**src/rtl/return_stack_pkg.sv**
```systemverilog
// Shared CPU return-stack definitions: stack depth, return-address width and op decode.
// Pure declarations; no latency or flow control.
package return_stack_pkg;

  localparam int STACK_DEPTH      = 8;
  localparam int STACK_DATA_WIDTH = 16;

  typedef enum logic [1:0] {
    OP_IDLE,
    OP_PUSH,
    OP_POP,
    OP_REPLACE
  } stack_op_e;

  function automatic int count_width(input int depth);
    return $clog2(depth) + 1;
  endfunction

endpackage

```
**src/rtl/return_stack_stack_mem.sv**
```systemverilog
// Return-stack storage: register array, write on the rising edge, read combinationally.
// Write lands one edge after sampling; no backpressure.
module stack_mem
  import return_stack_pkg::*;
#(
  parameter int DataWidth = STACK_DATA_WIDTH,
  parameter int Depth     = STACK_DEPTH
) (
  input  logic                     clk,
  input  logic                     we,
  input  logic [$clog2(Depth)-1:0] waddr,
  input  logic [DataWidth-1:0]     wdata,
  input  logic [$clog2(Depth)-1:0] raddr,
  output logic [DataWidth-1:0]     rdata
);

  logic [DataWidth-1:0] mem [Depth];

  always_ff @(posedge clk) begin
    if (we) begin
      mem[waddr] <= wdata;
    end
  end

  assign rdata = mem[raddr];

endmodule

```
**src/rtl/return_stack.sv**
```systemverilog
// Subroutine return-address stack: counter, sticky error flags and top-of-stack select.
// Every operation is visible one Clk edge later; refused push/pop only raises a sticky flag.
module return_stack
  import return_stack_pkg::*;
#(
  parameter int DataWidth = STACK_DATA_WIDTH,
  parameter int Depth     = STACK_DEPTH
) (
  input  logic                   Clk,
  input  logic                   Reset,
  input  logic                   Push,
  input  logic                   Pop,
  input  logic [DataWidth-1:0]   DIn,
  output logic [DataWidth-1:0]   DOut,
  output logic                   Empty,
  output logic                   Full,
  output logic [$clog2(Depth):0] Count,
  output logic                   Overflow,
  output logic                   Underflow
);

  localparam int AW = $clog2(Depth);
  localparam int CW = count_width(Depth);
  localparam logic [CW-1:0] DEPTH_CNT = CW'(Depth);

  logic [CW-1:0]        count_q;
  logic                 ovf_q;
  logic                 unf_q;
  logic                 is_empty;
  logic                 is_full;
  logic [AW-1:0]        top_idx;
  logic [DataWidth-1:0] top_dat;
  logic                 mem_we;
  logic [AW-1:0]        mem_waddr;
  stack_op_e            op;

  assign is_empty = (count_q == '0);
  assign is_full  = (count_q == DEPTH_CNT);
  // When full, the low bits wrap to 0 so top_idx still lands on Depth-1.
  assign top_idx  = count_q[AW-1:0] - AW'(1);

  // Push+pop on an empty stack degenerates to a plain push.
  always_comb begin
    op = OP_IDLE;
    if (Push && Pop && !is_empty) begin
      op = OP_REPLACE;
    end else if (Push) begin
      op = OP_PUSH;
    end else if (Pop) begin
      op = OP_POP;
    end
  end

  always_comb begin
    mem_we    = 1'b0;
    mem_waddr = count_q[AW-1:0];
    case (op)
      OP_PUSH: begin
        mem_we = !is_full;
      end
      OP_REPLACE: begin
        mem_we    = 1'b1;
        mem_waddr = top_idx;
      end
      default: begin
      end
    endcase
    if (Reset) begin
      mem_we = 1'b0;
    end
  end

  always_ff @(posedge Clk) begin
    if (Reset) begin
      count_q <= '0;
      ovf_q   <= 1'b0;
      unf_q   <= 1'b0;
    end else begin
      case (op)
        OP_PUSH: begin
          if (is_full) begin
            ovf_q <= 1'b1;
          end else begin
            count_q <= count_q + CW'(1);
          end
        end
        OP_POP: begin
          if (is_empty) begin
            unf_q <= 1'b1;
          end else begin
            count_q <= count_q - CW'(1);
          end
        end
        default: begin
        end
      endcase
    end
  end

  stack_mem #(
    .DataWidth (DataWidth),
    .Depth     (Depth)
  ) u_stack_mem (
    .clk   (Clk),
    .we    (mem_we),
    .waddr (mem_waddr),
    .wdata (DIn),
    .raddr (top_idx),
    .rdata (top_dat)
  );

  // Stale entries above Count never reach DOut.
  assign DOut      = is_empty ? '0 : top_dat;
  assign Empty     = is_empty;
  assign Full      = is_full;
  assign Count     = count_q;
  assign Overflow  = ovf_q;
  assign Underflow = unf_q;

endmodule

```
**config.mk**
```make
export PLATFORM = sky130hd
export DESIGN_NAME = return_stack
export DESIGN_NICKNAME = d
export VERILOG_FILES = /design/src/rtl/return_stack_pkg.sv /design/src/rtl/return_stack_stack_mem.sv /design/src/rtl/return_stack.sv
export SDC_FILE = /design/constraint.sdc
export NUM_CORES = 1
export LEC_CHECK = 0
export ABC_AREA = 1
export CELL_PAD_IN_SITES_DETAIL_PLACEMENT = 1
export CELL_PAD_IN_SITES_GLOBAL_PLACEMENT = 1
export CORE_AREA = 5 5 116 118
export CTS_CLUSTER_DIAMETER = 30
export DETAILED_ROUTE_END_ITERATION = 6
export DIE_AREA = 0 0 121 123
export PLACE_DENSITY = 0.77
export SLEW_MARGIN = 20
export SYNTH_ARGS = -nofsm -noshare
export SYNTH_HDL_FRONTEND = slang
export SYNTH_SLANG_ARGS = --single-unit
```
**constraint.sdc**
```tcl
create_clock -name Clk -period 2.9 [get_ports Clk]
set_input_delay 0.725 -clock Clk [delete_from_list [all_inputs] [get_ports Clk]]
set_output_delay 0.725 -clock Clk [all_outputs]
set_load 0.02 [all_outputs]
```
=== Yosys cells after proc, flatten, opt, wreduce, memory -nomap -nowiden ===
Memory sizes are Yosys's and may differ from the RTL's.
Index checks and enable logic that the tools add are counted.

* Add/sub/neg operators: 3
* Equal/unequal tests: 6
* Muxes and demuxes: 12
* Reduce and logical (&&, ||, !) cells: 9

{| class="wikitable"
|+ Operators with widths
! operator !! count
|-
| $mux W16 || 1
|-
| $mux W4 || 2
|-
| $pmux W4 S2 || 1
|-
| $mux W2 || 3
|-
| $add A4 B1 Y4 const B || 1
|-
| $eq A2 B2 Y1 const B || 2
|-
| $eq A4 B4 Y1 const B || 1
|-
| $logic_not A4 Y1 || 1
|-
| $ne A2 B2 Y1 const B || 2
|-
| $reduce_and A2 Y1 || 2
|-
| $sub A4 B1 Y4 const B || 1
|-
| $mux W1 || 3
|-
| $mux W3 || 1
|-
| $reduce_and A3 Y1 || 1
|-
| $sub A3 B1 Y3 const B || 1
|-
| $eq A2 B1 Y1 const B || 1
|-
| $logic_and A1 B1 Y1 || 2
|-
| $logic_not A1 Y1 || 2
|-
| $pmux W1 S2 || 1
|-
| $reduce_bool A2 Y1 || 1
|}

* Register bits: 6
* Bits in writable memories: 128
* Input port bits: 20
* Output and inout port bits: 24
* Logic and storage cells: 34
* Memories kept: 1

{| class="wikitable"
|+ Memories
! name !! depth !! width !! rd ports !! clocked after memory_dff !! write ports !! line !! RTL
|-
| u_stack_mem.mem || 8 || 16 || 1 || 0 || 1 || return_stack_stack_mem.sv:17 || <nowiki>logic [DataWidth-1:0] mem [Depth];</nowiki>
|}

=== Logic depth before layout (Yosys ltp) ===
Gate-level depths: netlist of the first run.

* Depth after elaboration: 9
* Gate-level depth with buffers: 11
* Gate-level depth less buffers: 11

=== Hierarchy ===
Synthesis of the first run repeated with hierarchy kept, for this count alone.

* Cell total of the unflattened synthesis: 680
* Area, all modules: 6316.1 um^2

{| class="wikitable"
|+ Modules (own cells, without submodules)
! module !! instances !! cells an instance !! area each (um^2) !! sequential area each (um^2)
|-
| stack_mem || 1 || 571 || 5669.2 || 3843.7
|-
| return_stack || 1 || 109 || 646.9 || 120.1
|}

=== Worst setup path before layout of the first run ===
Ideal clock, no wire load.

* Path type: register to register
* Start: register count_q[0], in the netlist Count[0]
* End: memory u_stack_mem.mem[2][0] (netlist bit), enable pin
* Setup time: 0.388 ns
* Data arrival time: 2.373 ns
* Required time: 2.512 ns
* Setup slack: 0.139 ns
* Stages on the path, launching flop included: 9
* Path buffers: 3
* Period minus slack after synthesis: 2.761 ns
* Path through: dfxtp_1 > inv_2 > buf_2 > ha_1 > buf_4 > buf_6 > o21ai_2 > nand2_1 > nor2_1

* Elaborated cells between the ends (all ways): 14
* Those cells by class: add/sub (1); eq/ne (3); mux (6); reduce/logical (4)

{| class="wikitable"
|+ RTL lines
! item !! line !! RTL
|-
| start, declared || return_stack.sv:26 || <nowiki>logic [CW-1:0] count_q;</nowiki>
|-
| start signal, assigned || return_stack.sv:84 || <nowiki>count_q <= count_q + CW'(1);</nowiki>
|-
| start signal, assigned || return_stack.sv:91 || <nowiki>count_q <= count_q - CW'(1);</nowiki>
|-
| $sub A3 B1 Y3 || return_stack.sv:40 || <nowiki>assign top_idx = count_q[AW-1:0] - AW'(1);</nowiki>
|-
| net top_idx[0] || return_stack.sv:31 || <nowiki>logic [AW-1:0] top_idx;</nowiki>
|-
| $mux W3 || return_stack.sv:57 || <nowiki>case (op)</nowiki>
|-
| end, declared || return_stack_stack_mem.sv:17 ||
|}

The timed path passes the listed nets, and every way through them passes these cells.

=== Worst setup path after layout of the first run ===
* Start: register count_q[1], in the netlist Count[1]
* End: output port DOut[7]

* Word-level cells in the longest chain between the ends: 3
* Elaborated cells between the ends (all ways): 4
* Those cells by class: add/sub (1); mux (1); reduce/logical (1); memory (1)

{| class="wikitable"
|+ Ends and longest elaborated chain
! item !! line !! RTL
|-
| $sub A3 B1 Y3 || return_stack.sv:40 ||
|-
| $mem_v2 Z8 W16 || -- ||
|-
| $mux W16 * || return_stack.sv:113 || <nowiki>assign DOut = is_empty ? '0 : top_dat;</nowiki>
|-
| end, declared || return_stack.sv:14 || <nowiki>output logic [DataWidth-1:0] DOut,</nowiki>
|}

Every way passes the cells marked *; elsewhere a longest branch is shown, timed or not.

==> out/results.tsv, run 1 <==
stage	metric	value	unit
power	peak supply drop	0.5456	mV
setup_path	register-to-register setup slack	0.44	ns
global_route	GRT Total Usage	0.2169	
synthesis	share of the synthesized area in the top cell type	0.6813	
synthesis	register area share after synthesis	0.7026	
drt	DRC errors left	0	
clock_network	CTS Buf Count	17	
clock_network	clk_lat worst skew	0.43	ns
drt	WL/cell	20.57	µm
timing	RSZ-0062 raised after global routing	true	
floorplanning	Ports	44	
clock_network	clk sink count	134	
timing	Final setup violation count	0	
drt	First-pass DRT Iterations	4	
drt	Detailed Route Iter0 Violations	380	
placement	Post-DP HPWL	9397	µm
timing	Final Hold Viols	0	
timing	f_max	361.6	MHz
power	leakage	2.551	nW
final_layout	antenna cells	0	
floorplanning	Initial Util	0.4563	
setup_path	worst r2r path cells	10	
global_route	first-pass GRT wire length	23760	µm
final_layout	share of cells above drive strength 1	0.1770	
setup_path	Startpoint Class	flip-flop	
synthesis	Mean Syn Cell Area	11.83	µm²
timing	Worst Tran Pin Value	0.3531	ns
drt	Final Routed Wirelength	15160	µm
synthesis	Net Count, Synth	501	
drt	via count	3950	
clock_network	H-tree depth	4	
floorplanning	Die ar.	0.01488	mm²
placement	GP Congestion	0.7561	
placement	buffers added on ports	43	
synthesis	Unique masters post-synth	27	
synthesis	warning count from the yosys run	0	
timing	Slew HR	0.7639	
synthesis	top cells by area, synth	edfxtp_1 68%, nor2_1 8.6%, o21ai_0 6.6%, dfxtp_1 2.1%, o21ai_1 2.0%	
floorplanning	Core Rows	41	
synthesis	area of the mapped netlist	0.005642	mm²
placement	pre-CTS worst setup slack	-0.02875	ns
setup_path	Worst setup EP type	output port	
global_route	pin count of the biggest net entering global routing	46	
setup_path	CP required	2.17	ns
clock_network	maximum root-to-sink buffer count	2	
min_path	Worst Hold Class	flip-flop to flip-flop	
synthesis	leading area contributor after synthesis	edfxtp_1	
clock_network	hold buffers post-CTS	0	
final_layout	Layout Utilization	0.5669	
clock_network	clock transition at the registers of the reported paths	0.06	ns
setup_path	Critical R2R Capture	u_stack_mem.mem[6][15]	
run	# Max-Cap Violations	0	
setup_path	worst path arrival time	2.04	ns
final_layout	Filler cells	1275	
clock_network	CTS root buffer	clkbuf_16	
synthesis	synthesized flop and latch total	134	
clock_network	CTS tree	done	
setup_path	CP Max Fanout	5	
floorplanning	Core ar.	0.01236	mm²
floorplanning	die height	123	µm
setup_path	start of the worst register-to-register path	Count[1]	
timing	period utilisation layout	0.9536	
setup_path	Worst Setup EP	DOut[7]	
global_route	antenna violations before repair	0	
timing	final worst path period need	2.765	ns
run_status	status	finished, final reports clean	
power	Cell Pwr Density	964.5	mW/mm²
timing	setup TNS	0	ns
final_layout	synthesis-to-layout area growth	24.24	%
timing	clock skew	0.01002	ns
synthesis	cell count after synthesis	477	
timing	setup ws final	0.1347	ns
setup_path	CP startpoint	Count[1]	
global_route	grt total ovfl	0	
drt	post-detailed-route count of antenna-violating nets	0	
global_route	vias in the first global route	4346	
setup_path	kind of critical path	flip-flop to output port	
drt	number of vias per cell	5.360	
final_layout	Nets	576	
floorplanning	die width	121	µm
timing	Slew Limit Fails	0	
[placed cells by master (no fill, tap or decap), types with 5 or more instances in the layout]
| cell type | count |
|---|---|
| clkbuf_2 | 7 |
| o22ai_1 | 16 |
| o21ai_1 | 26 |
| clkdlybuf4s50_1 | 26 |
| clkbuf_16 | 17 |
| inv_1 | 13 |
| edfxtp_1 | 128 |
| buf_2 | 7 |
| nor2_1 | 128 |
| nand3_1 | 9 |
| dfxtp_1 | 5 |
| nand2_1 | 28 |
| buf_4 | 32 |
| o21ai_0 | 70 |
[power by group]
part | internal [W] | switching, W | total (W)
clock | 0.00142 | 0.000776 | 0.00220
combinational | 0.000819 | 0.00148 | 0.00230
sequential | 0.00223 | 0.0000318 | 0.00226
[kinds of logic (layout without fill, tap and decap cells)]
kind of cell,count (synthesis),in the layout,share of synthesized area
buffers and inverters,43,131,0.04435
DFF,134,134,0.7026
AOI/OAI and AO/OA,119,119,0.1118
and+or+nand+nor,176,176,0.1295
adders and majority gates,4,4,0.01020
xor gates and xnor gates,1,1,0.001553
[stage by stage]
step / power (W) / hold slack, ns / cells / cell area, µm²
after global routing: 0.007124 / 0.4859 / 737 / 7009
after global placement: 0.004541 / 0.4377 / 703 / 6404
final: 0.006760 / 0.4541 / 737 / 7009
after floorplan: 0.003666 / 0.5203 / 477 / 5642
after detailed placement: 0.004627 / 0.4545 / 703 / 6404
after CTS: 0.006851 / 0.4628 / 737 / 7064
[Yosys cell counts, drive strengths merged]
cell type and count:
xor2 1, dfxtp 6, a21oi 3, nand2 30, nand4 2, nand3 13, fa 1, edfxtp 128
ha 3, o21ai 100, clkbuf 7, nor2 131, o22ai 16, buf 18, inv 18
[timing repair]
item	in CTS	in global routing
pin swaps	1	2
resized for setup	53	27
setup endpoints to repair	17	16
setup buffers	2	0
[registers in the layout, summed over array words and instances (netlist names)]
name / cells
u_stack_mem.mem: 128
Count: 4
Overflow: 1
Underflow: 1
[cell type report]
cell class / count / area, µm² / share of cell area
timing repair buffer: 81 / 718.2 / 0.1025
inverter: 18 / 72.57 / 0.01035
clock inverter: 12 / 158.9 / 0.02267
clock buffer: 20 / 436.7 / 0.06230
tap: 172 / 215.2 / 0.03070
multi-input combinational: 300 / 1443 / 0.2058
sequential: 134 / 3965 / 0.5657
[worst max-delay path, cell delays in order (launching register included)]
cell and delay (ns):
dfxtp_1 0.34, inv_1 0.08, ha_4 0.34, buf_4 0.15, o21ai_0 0.09, o22ai_1 0.17, nor2_1 0.07, nor2_2 0.17
buf_2 0.20
[per-layer routing]
layer / GRT usage / wire [µm] / up-vias
met3: 0.05718 / 745 / 21
met5: 0 / 0 / -
li1: - / - / 1845
met4: 0.09278 / 246 / 0
met1: 0.2606 / 6355 / 1976
met2: 0.3706 / 7815 / 108
[worst min path at each step]
| stage | startpoint | to | slack [ns] | cells past startpoint |
|---|---|---|---|---|
| global placement | Overflow | Overflow | 0.44 | 2 |
| finish | Overflow | Overflow | 0.45 | 2 |
| CTS | Overflow | Overflow | 0.46 | 2 |
| floorplan | Overflow | Overflow | 0.52 | 2 |
| detailed placement | Overflow | Overflow | 0.45 | 2 |
| global route | Overflow | Overflow | 0.49 | 2 |
Note: power is estimated with default switching activity, not from simulation.
==> run 2: changes to the inputs <==
--- a/config.mk
+++ b/config.mk
@@ -8,11 +8,11 @@
 export ABC_AREA = 1
 export CELL_PAD_IN_SITES_DETAIL_PLACEMENT = 1
 export CELL_PAD_IN_SITES_GLOBAL_PLACEMENT = 1
-export CORE_AREA = 5 5 116 118
+export CORE_AREA = 5 5 107 129
 export CTS_CLUSTER_DIAMETER = 30
 export DETAILED_ROUTE_END_ITERATION = 6
-export DIE_AREA = 0 0 121 123
-export PLACE_DENSITY = 0.77
+export DIE_AREA = 0 0 112 134
+export PLACE_DENSITY = 0.76
 export SLEW_MARGIN = 20
 export SYNTH_ARGS = -nofsm -noshare
 export SYNTH_HDL_FRONTEND = slang
==> run 2 against run 1 <==
Net effect:
- worst setup slack got worse by 0.084 ns
- fmax shrank 2.9%
- register-to-register slack gained 0.17 ns
- sequential share of layout area down 0.083 points
- combinational power up 7%
- global-route usage fell by 0.090 points
- clock-buffer cell count decreased by 2
- flip-flop and latch count unchanged
- clock power decreased by 2%
- hold slack barely moved
- largest cell class unchanged
- die area rose by 0.84%
- sequential power hardly changed
==> out/results.tsv, run 2 (synthesis gave the netlist of run 1 again) <==
stage	metric	value	unit
power	Sw Share	0.3442	
drt	number of vias per cell	5.603	
timing	Final Hold Viols	0	
clock_network	hold buffers post-CTS	0	
timing	period utilisation layout	0.9824	
placement	Post-DP HPWL	8939	µm
power	total power draw	0.006864	W
timing	RSZ-0062 raised after global routing	true	
clock_network	clock transition at the registers of the reported paths	0.06	ns
floorplanning	Core Rows	45	
run_status	status	finished, final reports clean	
min_path	hold path cells	2	
setup_path	worst-path cell chain	inv_2 -> ha_4 -> bufbuf_16 -> o21ai_1 -> o22ai_1 -> nor2_1 -> nor2_1 -> buf_4	
placement	Post-Place Cells	691	
drt	via count	4062	
clock_network	maximum root-to-sink buffer count	2	
final_layout	Filler cells	1286	
setup_path	CP required	2.17	ns
drt	Detailed Route Iter0 Violations	228	
final_layout	most frequent cells in the layout	128 x edfxtp_1, 127 x nor2_1, 58 x o21ai_0	
power	Cell Pwr Density	977.5	mW/mm²
final_layout	commonest non-fill, non-tap cell in the layout	edfxtp_1	
final_layout	synthesis-to-layout area growth	24.46	%
setup_path	Worst setup EP type	output port	
timing	final worst path period need	2.849	ns
global_route	antenna violations before repair	0	
power	P_int	0.004501	W
floorplanning	die height	134	µm
setup_path	CP Max Fanout	13	
global_route	first-pass GRT wire length	24430	µm
clock_network	H-tree depth	4	
setup_path	Startpoint Class	flip-flop	
setup_path	Critical Path Max Stage Delay	0.35	ns
timing	setup ws final	0.05111	ns
drt	Final Routed Wirelength	15640	µm
clock_network	clk sink count	134	
final_layout	final non-filler cell total	725	
placement	GP Congestion	0.7800	
final_layout	Nets	572	
setup_path	worst r2r path cells	9	
min_path	Worst Hold Class	flip-flop to flip-flop	
setup_path	CP startpoint	Count[0]	
power	Clock power frac	0.313	
timing	Slew HR	0.6938	
power	Net Sw Power	0.002363	W
clock_network	CTS tree	done	
global_route	GR Layer Usage met3	0.04422	
setup_path	Slowest-stage cell, CP	dfxtp_2	
floorplanning	die width	112	µm
timing	hold_ws	0.4537	ns
floorplanning	Initial Util	0.4534	
timing	Final setup violation count	0	
placement	buffers added on ports	43	
clock_network	CTS Buf Count	17	
final_layout	share of cells above drive strength 1	0.1854	
global_route	pin count of the biggest net entering global routing	70	
drt	WL/cell	21.58	µm
setup_path	worst path arrival time	2.12	ns
power	peak supply drop	0.4889	mV
placement	pre-CTS worst setup slack	-0.02582	ns
global_route	global route hottest layer	met2	
drt	First-pass DRT Iterations	5	
global_route	GRT Total Usage	0.2160	
timing	f_max	351.0	MHz
final_layout	number of flip-flops in the largest register	128	
timing	Slew Limit Fails	0	
global_route	vias in the first global route	4400	
power	leakage	2.544	nW
timing	setup TNS	0	ns
setup_path	kind of critical path	flip-flop to output port	
setup_path	Most common cell on crit path	nor2_1	
setup_path	start of the worst register-to-register path	Count[0]	
timing	clock skew	0.01147	ns
drt	DRC errors left	0	
floorplanning	Core ar.	0.01244	mm²
run	# Max-Cap Violations	0	
global_route	GR Layer Usage met1	0.2498	
power	Comb power frac	0.357	
floorplanning	Ports	44	
floorplanning	Die ar.	0.01501	mm²
global_route	grt total ovfl	0	
final_layout	antenna cells	0	
min_path	Hold Crit Start	Overflow	
power	Flop pwr share	0.330	
timing	Worst Tran Pin Value	0.4593	ns
clock_network	CTS root buffer	clkbuf_16	
global_route	M2 GR Usage	0.3930	
drt	post-detailed-route count of antenna-violating nets	0	
final_layout	most flop-heavy register	u_stack_mem.mem	
clock_network	clk_lat worst skew	0.42	ns
==> run 2: changes by cell type in the layout (fill, tap and decap cells not counted), sizes merged <==
cell	change
bufbuf	+1
clkinv	+2
bufinv	-1
dlymetal6s2s	-1
clkbuf	-8
buf	+1
clkdlybuf4s50	+1
clkinvlp	+1
==> run 2: final cells by class <==
| class | count | area [µm²] | area share |
|---|---|---|---|
| Tap cell | 164 | 205.2 | 0.02922 |
| Clock buffer | 18 | 429.2 | 0.06112 |
| Sequential cell | 134 | 3966 | 0.5649 |
| Inverter | 18 | 72.57 | 0.01034 |
| Clock inverter | 14 | 160.2 | 0.02281 |
| Multi-Input combinational cell | 300 | 1454 | 0.2071 |
| Timing Repair Buffer | 77 | 734.5 | 0.1046 |
==> run 2: layer usage <==
layer  vias to the layer above  wire [µm]
li1                       1842          -
met1                      2076       6087
met2                       116       8461
met3                        28        735
met4                         0        358
met5                         -          0
==> run 2: path summary, 6_finish.rpt <==
kind / endpoint / slack [ns]
setup / recovery: DOut[8] / 0.05
hold / removal: Overflow / 0.45
setup reg to reg: u_stack_mem.mem[0][4] / 0.61
hold reg to reg: Overflow / 0.45
==> run 2: power groups by stage <==
stage | Sequential, W | Clock [W] | Combinational [W]
after floorplan | 0.00232 | 0 | 0.00135
after global placement | 0.00229 | 0 | 0.00227
after detailed placement | 0.00230 | 0 | 0.00234
after CTS | 0.00226 | 0.00218 | 0.00236
after global routing | 0.00227 | 0.00227 | 0.00266
final | 0.00227 | 0.00215 | 0.00245
==> run 2: what timing repair did <==
| action | CTS | global route |
|---|---|---|
| cloned | 1 | 1 |
| gates resized for setup | 68 | 33 |
| setup endpoints to repair | 16 | 13 |
| pin swaps | 1 | 8 |
| buffers inserted | 0 | 0 |
| hold endpoints to repair | 0 | 0 |
==> run 2: critical path: cells and delay by family, from the launching register on <==
| kind | cells | cell delay (ns) |
|---|---|---|
| AOI/OAI and AO/OA | 2 | 0.32 |
| adders and majority gates | 1 | 0.31 |
| buffers and inverters | 3 | 0.50 |
| DFF | 1 | 0.35 |
| and+or+nand+nor | 2 | 0.20 |
==> run 2: through the flow <==
stage          instance area (µm²)    util
5_1_grt                       7022  0.5643
4_1_cts                       6974  0.5605
3_3_place_gp                  6389  0.5134
2_1_floorplan                 5642       -
6_report                      7022  0.5643
3_5_place_dp                  6389  0.5134
